--- src/rtl/ahblite_sram_slave.sv ---
// ahblite_sram_slave
//   AHB-Lite responder in front of a single-port synchronous SRAM (TCM).
//   Reads and writes are zero-wait. Writes are posted through a one-entry
//   buffer that drains into idle SRAM cycles and is merged into read data.
//   Misaligned or oversized transfers get the two-cycle ERROR response.
//
// Ports
//   HCLK, HRESET          clock, synchronous active-high reset
//   HSEL..HWDATA, HREADY  AHB-Lite address/data-phase inputs from the matrix
//   HREADYOUT, HRESP      slave ready and response (OKAY/ERROR)
//   HRDATA                read data, zero outside a read data phase
//   SRAM_CS/WEN/ADDR/WDATA  SRAM command port (WEN per byte, 0000 = read)
//   SRAM_RDATA            SRAM read data, valid the cycle after a CS read
module ahblite_sram_slave #(
    parameter int unsigned ADDR_WIDTH = 13
) (
    input  logic                  HCLK,
    input  logic                  HRESET,
    input  logic                  HSEL,
    input  logic [31:0]           HADDR,
    input  logic [1:0]            HTRANS,
    input  logic [2:0]            HSIZE,
    input  logic                  HWRITE,
    input  logic [31:0]           HWDATA,
    input  logic                  HREADY,
    output logic                  HREADYOUT,
    output logic [1:0]            HRESP,
    output logic [31:0]           HRDATA,
    output logic                  SRAM_CS,
    output logic [3:0]            SRAM_WEN,
    output logic [ADDR_WIDTH-1:0] SRAM_ADDR,
    output logic [31:0]           SRAM_WDATA,
    input  logic [31:0]           SRAM_RDATA
);

    localparam int unsigned AW         = ADDR_WIDTH;
    localparam logic [1:0]  RESP_OKAY  = 2'b00;
    localparam logic [1:0]  RESP_ERROR = 2'b01;

    typedef enum logic [1:0] {
        ST_IDLE = 2'd0,
        ST_ERR1 = 2'd1,
        ST_ERR2 = 2'd2
    } state_e;

    state_e          state_q, state_d;

    logic            dp_valid_q;
    logic            dp_write_q;
    logic [AW-1:0]   dp_addr_q;
    logic [3:0]      dp_mask_q;

    logic            wb_valid_q;
    logic [AW-1:0]   wb_addr_q;
    logic [31:0]     wb_data_q;
    logic [3:0]      wb_mask_q;

    logic [AW-1:0]   haddr_word;
    logic [3:0]      xfer_mask;
    logic            xfer_err;
    logic            accept;
    logic            acc_ok;
    logic            acc_err;
    logic            rd_req;
    logic            drain;
    logic            stall;
    logic            wb_load;
    logic            rd_phase;
    logic            wb_hit;

    // Region decode lives in the matrix; high address bits and HTRANS[0] are don't-care.
    logic            unused_bits;
    assign unused_bits = ^{HADDR[31:AW+2], HTRANS[0]};

    assign haddr_word = HADDR[AW+1:2];

    // Byte lanes and alignment check for the address-phase transfer.
    always_comb begin
        xfer_mask = 4'b0000;
        xfer_err  = 1'b0;
        case (HSIZE)
            3'd0: xfer_mask = 4'b0001 << HADDR[1:0];
            3'd1: begin
                xfer_mask = HADDR[1] ? 4'b1100 : 4'b0011;
                xfer_err  = HADDR[0];
            end
            3'd2: begin
                xfer_mask = 4'b1111;
                xfer_err  = (HADDR[1:0] != 2'b00);
            end
            default: xfer_err = 1'b1;
        endcase
    end

    assign accept  = HSEL & HREADY & HTRANS[1];
    assign acc_ok  = accept & ~xfer_err;
    assign acc_err = accept & xfer_err;

    // SRAM port arbitration: an address-phase read wins, otherwise the buffer drains.
    // Both are suppressed in reset so a pending write is discarded, not committed.
    assign rd_req = acc_ok & ~HWRITE & ~HRESET;
    assign drain  = wb_valid_q & ~rd_req & ~HRESET;

    // A read request would steal the port from a full buffer while the current
    // write still needs a slot; hold the write for one cycle so the buffer drains.
    // Uses raw HSEL/HTRANS so HREADYOUT never depends on HREADY.
    assign stall = dp_valid_q & dp_write_q & wb_valid_q & HSEL & HTRANS[1] & ~HWRITE;

    assign wb_load = dp_valid_q & dp_write_q & HREADYOUT;

    // Error-response state register.
    always_ff @(posedge HCLK) begin
        if (HRESET) begin
            state_q <= ST_IDLE;
        end else begin
            state_q <= state_d;
        end
    end

    // Error-response next state and handshake outputs.
    always_comb begin
        state_d   = state_q;
        HREADYOUT = 1'b1;
        HRESP     = RESP_OKAY;
        case (state_q)
            ST_IDLE: begin
                if (acc_err) begin
                    state_d = ST_ERR1;
                end
                HREADYOUT = ~stall;
            end
            ST_ERR1: begin
                state_d   = ST_ERR2;
                HREADYOUT = 1'b0;
                HRESP     = RESP_ERROR;
            end
            ST_ERR2: begin
                state_d = acc_err ? ST_ERR1 : ST_IDLE;
                HRESP   = RESP_ERROR;
            end
            default: state_d = ST_IDLE;
        endcase
        if (HRESET) begin
            HREADYOUT = 1'b1;
            HRESP     = RESP_OKAY;
        end
    end

    // Data-phase control captured at every completed address phase.
    always_ff @(posedge HCLK) begin
        if (HRESET) begin
            dp_valid_q <= 1'b0;
            dp_write_q <= 1'b0;
            dp_addr_q  <= '0;
            dp_mask_q  <= 4'b0000;
        end else if (HREADY) begin
            dp_valid_q <= acc_ok;
            dp_write_q <= HWRITE;
            dp_addr_q  <= haddr_word;
            dp_mask_q  <= xfer_mask;
        end
    end

    // Write buffer occupancy; a reload in the drain cycle keeps it full.
    always_ff @(posedge HCLK) begin
        if (HRESET) begin
            wb_valid_q <= 1'b0;
        end else if (wb_load) begin
            wb_valid_q <= 1'b1;
        end else if (drain) begin
            wb_valid_q <= 1'b0;
        end
    end

    // Write buffer payload.
    always_ff @(posedge HCLK) begin
        if (HRESET) begin
            wb_addr_q <= '0;
            wb_data_q <= 32'h0;
            wb_mask_q <= 4'b0000;
        end else if (wb_load) begin
            wb_addr_q <= dp_addr_q;
            wb_data_q <= HWDATA;
            wb_mask_q <= dp_mask_q;
        end
    end

    // SRAM command port.
    always_comb begin
        SRAM_CS    = rd_req | drain;
        SRAM_WEN   = drain ? wb_mask_q : 4'b0000;
        SRAM_ADDR  = rd_req ? haddr_word : wb_addr_q;
        SRAM_WDATA = wb_data_q;
    end

    // Read data: buffered bytes for the same word override the SRAM copy.
    assign rd_phase = dp_valid_q & ~dp_write_q & ~HRESET;
    assign wb_hit   = wb_valid_q & (wb_addr_q == dp_addr_q);

    always_comb begin
        HRDATA = 32'h0;
        if (rd_phase) begin
            for (int i = 0; i < 4; i++) begin
                HRDATA[8*i +: 8] = (wb_hit & wb_mask_q[i]) ? wb_data_q[8*i +: 8]
                                                           : SRAM_RDATA[8*i +: 8];
            end
        end
    end

endmodule

--- config.mk ---
export PLATFORM = sky130hd
export DESIGN_NAME = ahblite_sram_slave
export DESIGN_NICKNAME = d
export VERILOG_FILES = /design/src/rtl/ahblite_sram_slave.sv
export SDC_FILE = /design/constraint.sdc
export NUM_CORES = 1
export LEC_CHECK = 0
export CAP_MARGIN = 40
export CORE_MARGIN = 5
export CORE_UTILIZATION = 43
export DETAILED_ROUTE_END_ITERATION = 10
export GPL_TIMING_DRIVEN = 0
export PLACE_DENSITY = 0.84
export SLEW_MARGIN = 10
export SYNTH_ARGS = -nofsm -noshare
export SYNTH_HDL_FRONTEND = slang
export SYNTH_SLANG_ARGS = --single-unit
--- constraint.sdc ---
create_clock -name HCLK -period 6.6 [get_ports HCLK]
set_input_delay 1.32 -clock HCLK [delete_from_list [all_inputs] [get_ports HCLK]]
set_output_delay 1.32 -clock HCLK [all_outputs]
set_load 0.05 [all_outputs]
Yosys cells after proc, flatten, opt, wreduce, memory -nomap -nowiden

Index checks and enable logic that the tools add are counted.

Equality and inequality tests: 6
Bitwise operators: 28
Shift-type cells: 1
Reduce and logical (&&, ||, !) cells: 5
Mux-type cells: 19

Operators with widths:

| cell                                                              | count |
|---|---|
| 32-bit two-way mux                                                | 1 |
| 8-bit two-way mux                                                 | 4 |
| 1-bit bitwise AND                                                 | 21 |
| 13-bit == test                                                    | 1 |
| 13-bit two-way mux                                                | 1 |
| 4-bit case mux with 3 select lines                                | 1 |
| 4-bit two-way mux                                                 | 2 |
| 1-bit NOT                                                         | 6 |
| 2-bit case mux with 3 select lines                                | 1 |
| 1-bit two-way mux                                                 | 5 |
| 2-bit two-way mux                                                 | 2 |
| 2-bit nonzero test                                                | 2 |
| 1-bit by 2-bit << shifter with 4-bit output, first input constant | 1 |
| 3-bit by 1-bit == test with 1-bit output, second input constant   | 1 |
| 3-bit by 2-bit == test with 1-bit output, second input constant   | 1 |
| 3-bit logical NOT                                                 | 1 |
| 1-bit case mux with 3 select lines                                | 1 |
| 2-bit by 1-bit == test with 1-bit output, second input constant   | 1 |
| 2-bit == test, second input constant                              | 1 |
| 2-bit logical NOT                                                 | 1 |
| 2-bit inequality test, second input constant                      | 1 |
| 1-bit case mux with 2 select lines                                | 1 |
| 2-bit OR reduction                                                | 1 |
| 1-bit bitwise OR                                                  | 1 |

Bits in registers: 71
Output and inout bits: 85

Longest topological paths before layout

Gate-level depths: netlist (run 1).

Depth in word-level cells: 11
Gate-level depth with buffers: 9

Least setup slack after synthesis (run 1)

OpenSTA, ideal clock, no wires.

Path type: in2out
Start point: input HRESET
End point: output HRDATA[10]
Stages: 5
Required time: 5,280 ps
Slack: 2,283 ps
Arrival time: 2,997 ps
Cells stage by stage: clkbuf_1 -> or3b_2 -> clkbuf_1 -> clkbuf_1 -> a21oi_1

Cells in the longest elaborated chain, start to end: 3

RTL lines:

| what               | line | text |
|---|---|---|
| start: declaration | 18   | `input logic HRESET,` |
| 1-bit NOT          | 197  | `assign rd_phase = dp_valid_q & ~dp_write_q & ~HRESET;` |
| 1-bit bitwise AND  | 197  |  |
| 32-bit two-way mux | 202  | `if (rd_phase) begin` |
| end: declaration   | 28   | `output logic [31:0] HRDATA,` |

Every way passes these cells.

Final worst setup path (run 1)

Start point: input HSIZE[0]
End point: output SRAM_WEN[2]

Cells in the longest elaborated chain, start to end: 10

RTL lines:

| what                                                                   | line | text |
|---|---|---|
| start: declaration                                                     | 22   | `input logic [2:0] HSIZE,` |
| 3-bit by 2-bit == test with 1-bit output, or another cell as far along | 81   | `case (HSIZE)` |
| 1-bit case mux with 3 select lines *                                   | 81   |  |
| 1-bit NOT *                                                            | 96   | `assign acc_ok = accept & ~xfer_err;` |
| 1-bit bitwise AND *                                                    | 96   |  |
| 1-bit bitwise AND * (2 in series)                                      | 101  | `assign rd_req = acc_ok & ~HWRITE & ~HRESET;` |
| 1-bit NOT *                                                            | 102  | `assign drain = wb_valid_q & ~rd_req & ~HRESET;` |
| 1-bit bitwise AND * (2 in series)                                      | 102  |  |
| 4-bit two-way mux *                                                    | 191  | `SRAM_WEN = drain ? wb_mask_q : 4'b0000;` |
| end: declaration                                                       | 30   | `output logic [3:0] SRAM_WEN,` |

Every way passes the cells marked *; elsewhere a longest branch is shown, timed or not.

==> impl_metrics.tcl, run 1 <==
set metrics [dict create \
    ctsHoldBuffers 0 \
    max_freq_mhz 188 \
    cts_buffer_depth 2 \
    track_usage_pct 24.1 \
    insertion_delay_ps 350 \
    synth.top_cell.area_share_pct 38.2 \
    status "finished, final reports clean" \
    fin_crit_ps 5330 \
    port_buffers 169 \
    cp.arrival_ps 4010 \
    crit_path_end_kind "output pin" \
    first_iter_violations 156 \
    numCtsBuffers 9 \
    utilization_pct 67.0 \
    ys_warn_count 0 \
    synth_area_um2 3720 \
    cts_num_sinks 71 \
    wire_per_inst_um 16.4 \
    start_util_pct 43.5 \
    post_cts_resized 0 \
    holdPathStages 2 \
    fin_crit_sh_pct 80.8 \
    cp-start-kind "input pin" \
    route.detailed.drc 0 \
    power_w 0.000891 \
    grt_overflow 0 \
    setup_slack_ps 1270 \
    coreArea_um2 8550 \
    diodes 0 \
    fin_skew_ps 6.64 \
    place_ws_ps 1260 \
    tns_ps 0 \
    hold_viol 0 \
    ios 191 \
    yosysUniqueCellTypes 44 \
    worstPathMaxFanout 7 \
    hp-class "reg -> reg" \
    antenna_found_initial 0 \
    firstDrtPassIters 4 \
    fp.dieW_um 103 \
    p_per_area_nw_per_um2 156 \
    grt_max_degree 15 \
    crit_top_cell "clkdlybuf4s50_1" \
    synth-seq-area-share_pct 38.2 \
    tightest_slew_ps 938 \
    synth_edf_count 0 \
    peakVddDrop_mv 0.105 \
    postRouteAntennaNets 0 \
    synth_top_area_cell "dfxtp_1" \
    max_cap_viol_count 0 \
    min_to "dp_mask_q[3]" \
    dieArea_um2 10600 \
    setup_viol 0 \
    async_flop_share_pct 0 \
    report.final.slew_viol_count 0 \
    synth_ff_type "dfxtp_1" \
    reg2reg_depth 8 \
    hpwl_um 9800 \
    startpoint "HSIZE[0]" \
    gp_congestion 0.835 \
    viasPerCell 5.33 \
    post-cts-setup-buffers 0 \
    ys_top_cells_by_area "dfxtp_1, a21oi_1, nand2_1" \
    routed_wl_um 12800 \
    grt_pass1_wl_um 20200 \
    crit_chain "clkdlybuf4s50_1 -> a21oi_1 -> o21ai_1 -> or4_1 -> buf_6 -> nor3b_1 -> and2_1 -> clkdlybuf4s50_1" \
    path_class "in -> out" \
    cts.htree.levels 3 \
    fin_nets 781 \
    grt_setup_unrepaired "false" \
    cts_tree "done" \
    ff2ff_setup_slack_ps 4410 \
    vias 4175 \
    syn_area_per_cell_um2 7.60 \
    std_cell_rows 34 \
    cts_root_buffer "clkbuf_8" \
    max_stage_delay_ps 810 \
    r2r-end "wb_mask_q[2]" \
    crit_required_ps 5280 \
    r2r_start "state_q[0]" \
    first_global_vias 4226 \
    nFillCells 755 \
    clkSlewWorstSetupHoldPaths_ps 80 \
    syn_to_final_growth_pct 54.1 \
    leakage_nw 2.00 \
    synthCells 489 \
    drive_gt1_share_pct 6.96 \
    syn-num-nets 600 \
    worstHoldStart "dp_mask_q[3]" \
    yosys_register_bits 71 \
    crit_path_top_delay_cell "clkdlybuf4s50_1" \
    max_slew_margin_pct 37.5 \
    die_h_um 103 \
]
==> per-layer routing <==
metal / share of wire [%] / global-route usage (%) / up-vias / wire length, um
li1: - / - / 2057 / -
met1: 41 / 29.0 / 1943 / 5240
met2: 50 / 42.2 / 154 / 6390
met3: 7.7 / 5.75 / 21 / 993
met4: 1.7 / 7.37 / 0 / 218
met5: 0 / 0 / - / 0
==> worst max-delay path by stage <==
stage | cells after the start | to | slack [ps]
finish | 8 | SRAM_WEN[2] | 1270
global route | 8 | SRAM_WEN[2] | 1060
CTS | 8 | SRAM_WEN[2] | 1240
detailed placement | 8 | SRAM_WEN[2] | 1260
global placement | 8 | SRAM_WEN[2] | 1240
floorplan | 5 | HRDATA[10] | 2280
==> area by class of cell <==
type | instances | area (um^2) | area share (%)
repair buffers | 170 | 1700 | 29.6
inverters | 9 | 33.8 | 0.590
clock buffers | 9 | 124 | 2.16
clock inverters | 7 | 55.1 | 0.961
plain buffers | 42 | 205 | 3.58
multi-input cells | 367 | 2060 | 35.9
well taps | 108 | 135 | 2.36
flip-flops and latches | 71 | 1420 | 24.8
==> cells in the final DEF (no fill, tap or decap), types with 9 or more instances in the layout <==
cell and n:
clkdlybuf4s50_1 169, nand2_1 103, a21oi_1 90, dfxtp_1 71, nand4_1 33, o21ai_0 29, clkbuf_1 28, nor2_1 21
mux2i_1 15, o21ai_1 11, inv_1 9, clkbuf_8 9
==> through the flow <==
stage	area (um^2)	hold WS, ps	instances
finish	5730	457	783
global route	5730	483	783
CTS	5730	460	783
detailed placement	5550	445	767
global placement	5540	445	766
floorplan	3720	432	489
==> cells in the mapped netlist, types with 2 or more instances <==
| cell type | count |
|---|---|
| a21oi_1 | 90 |
| and2_1 | 5 |
| buf_2 | 7 |
| buf_4 | 4 |
| clkbuf_1 | 28 |
| dfxtp_1 | 71 |
| ha_1 | 5 |
| inv_1 | 9 |
| mux2_2 | 5 |
| mux2_4 | 8 |
| mux2i_1 | 15 |
| nand2_1 | 103 |
| nand2b_1 | 2 |
| nand3_1 | 5 |
| nand4_1 | 33 |
| nor2_1 | 21 |
| nor2b_1 | 3 |
| o211ai_1 | 2 |
| o21ai_0 | 29 |
| o21ai_1 | 11 |
| or4_1 | 2 |
| xnor2_1 | 6 |
| xor2_1 | 4 |
==> registers in the layout, summed over array words and instances, names as in the netlist <==
signal      flops
dp_mask_q       4
dp_write_q      1
state_q         2
dp_addr_q      13
wb_mask_q       4
SRAM_WDATA     32
dp_valid_q      1
wb_valid_q      1
wb_addr_q      13
==> report_power, final <==
group          switching, W  internal, W  total (W)
Sequential       0.00000632     0.000435   0.000441
Combinational     0.0000567    0.0000692   0.000126
Clock              0.000184     0.000140   0.000324
==> worst max-delay path, delay by kind of cell <==
kind / cells / cell delay (ps)
compound gates: 2 / 260
buf+inv: 3 / 1550
simple gates: 3 / 880
==> kinds of logic after synthesis <==
logic type | Yosys count | share of synthesized area [%]
XOR/XNOR | 10 | 2.36
other | 1 | 0.101
multiplexers | 28 | 8.79
buffers and inverters | 51 | 6.43
adder cells (fa/ha/maj) | 5 | 1.68
flip-flops | 71 | 38.2
AO/OA/AOI/OAI | 139 | 19.4
AND/OR/NAND/NOR | 184 | 23.0
(Power assumes the default switching activity.)
==> run 2, diff against run 1 <==
--- a/config.mk
+++ b/config.mk
@@ -7,10 +7,10 @@
 export LEC_CHECK = 0
 export CAP_MARGIN = 40
 export CORE_MARGIN = 5
-export CORE_UTILIZATION = 43
+export CORE_UTILIZATION = 40
 export DETAILED_ROUTE_END_ITERATION = 10
 export GPL_TIMING_DRIVEN = 0
-export PLACE_DENSITY = 0.84
+export PLACE_DENSITY = 0.79
 export SLEW_MARGIN = 10
 export SYNTH_ARGS = -nofsm -noshare
 export SYNTH_HDL_FRONTEND = slang
==> constraint.sdc (replaced) <==
create_clock -name HCLK -period 5 [get_ports HCLK]
set_input_delay 1 -clock HCLK [delete_from_list [all_inputs] [get_ports HCLK]]
set_output_delay 1 -clock HCLK [all_outputs]
set_load 0.05 [all_outputs]
==> impl_metrics.tcl, run 2 (synthesis gave the netlist of run 1 again) <==
set metrics [dict create \
    final_cells 784 \
    cp-start-kind "input pin" \
    cts_buffer_depth 2 \
    tightest_slew_ps 722 \
    ios 191 \
    setup_viol 0 \
    hpwl_um 10100 \
    drive_gt1_share_pct 6.54 \
    post-cts-setup-buffers 0 \
    die_h_um 106 \
    coreArea_um2 9150 \
    startpoint "HSIZE[0]" \
    antenna_found_initial 0 \
    grt_overflow 0 \
    insertion_delay_ps 340 \
    routed_wl_um 12900 \
    numCtsBuffers 9 \
    fin_crit_ps 4820 \
    grt_max_degree 12 \
    wire_per_inst_um 16.5 \
    cts_tree "done" \
    largest_reg_flops 32 \
    tns_ps 0 \
    post_cts_resized 0 \
    cts.htree.levels 3 \
    diodes 0 \
    viasPerCell 5.35 \
    fp.dieW_um 106 \
    dieArea_um2 11300 \
    fin_crit_sh_pct 96.5 \
    track_usage_pct 22.1 \
    first_iter_violations 254 \
    max_slew_margin_pct 51.8 \
    final_cell_mix "clkdlybuf4s50_1, nand2_1, a21oi_1" \
    fin_skew_ps 10.1 \
    route.detailed.drc 0 \
    leakage_nw 2.00 \
    crit_path_end_kind "output pin" \
    crit_top_cell "clkdlybuf4s50_1" \
    ctsHoldBuffers 0 \
    crit_required_ps 4000 \
    gp_congestion 0.904 \
    max_stage_delay_ps 820 \
    max_cap_viol_count 0 \
    hold_viol 0 \
    max_freq_mhz 207 \
    path_class "in -> out" \
    clkSlewWorstSetupHoldPaths_ps 70 \
    r2r_start "state_q[0]" \
    grt_pass1_wl_um 20000 \
    first_global_vias 4038 \
    postRouteAntennaNets 0 \
    report.final.slew_viol_count 0 \
    vias 4193 \
    cp.arrival_ps 3820 \
    crit_path_top_delay_cell "clkdlybuf4s50_1" \
    status "finished, final reports clean" \
    start_util_pct 40.6 \
    syn_to_final_growth_pct 54.3 \
    power_w 0.00118 \
    peakVddDrop_mv 0.123 \
    whs_ps 456 \
    p_per_area_nw_per_um2 206 \
    port_buffers 169 \
    cts_num_sinks 71 \
    cts_root_buffer "clkbuf_8" \
    worstPathMaxFanout 7 \
    std_cell_rows 35 \
    firstDrtPassIters 4 \
    numPlacedInstances 770 \
    final_common_cell "clkdlybuf4s50_1" \
    crit_chain "clkdlybuf4s50_1 -> a21oi_1 -> o21ai_1 -> or4_1 -> buf_6 -> nor3b_1 -> and2_1 -> clkdlybuf4s50_1" \
    hp-class "reg -> reg" \
    worstHoldStart "dp_mask_q[3]" \
    fin_nets 781 \
    grt_setup_unrepaired "false" \
]
run 2: through the flow:
stage	setup slack, ps	utilization, %	instance area (um^2)
final	176	62.7	5730
after global routing	108	62.7	5730
after CTS	268	62.7	5730
after detailed placement	291	60.7	5560
after global placement	294	60.6	5550
after floorplan	1320	-	3720
run 2: worst max-delay path: cells and delay by family:
family	cells	cell delay, ps
and+or+nand+nor	3	990
AOI/OAI and AO/OA	2	270
buffers and inverters	3	1560
run 2: layer usage:
metal	GRT usage [%]	vias to the layer above	routed length, um
li1	-	2056	-
met1	27.6	1934	5480
met2	38.0	183	6230
met3	4.19	20	979
met4	7.59	0	248
met5	0	-	0
run 2: final cells by class:
type | instances | area (um^2)
Fill cell | 827 | 3420
Multi-Input combinational cell | 367 | 2060
Timing Repair Buffer | 170 | 1700
Sequential cell | 71 | 1420
Buffer | 42 | 205
Tap cell | 111 | 139
Clock buffer | 10 | 128
Clock inverter | 4 | 48.8
Inverter | 9 | 33.8
run 2: final timing paths:
path             endpoint  slack [ps]  cells after the start
max           SRAM_WEN[0]         180                      8
min          wb_mask_q[3]         460                      2
max reg2reg  wb_addr_q[4]        2800                      8
min reg2reg  wb_mask_q[3]         460                      2
run 2: power by group:
| group | total, W | switching, W | leakage (nW) | internal, W |
|---|---|---|---|---|
| Clock | 0.000430 | 0.000206 | 0.0920 | 0.000224 |
| Combinational | 0.000166 | 0.0000748 | 1.33 | 0.0000913 |
| Sequential | 0.000583 | 0.00000840 | 0.575 | 0.000575 |
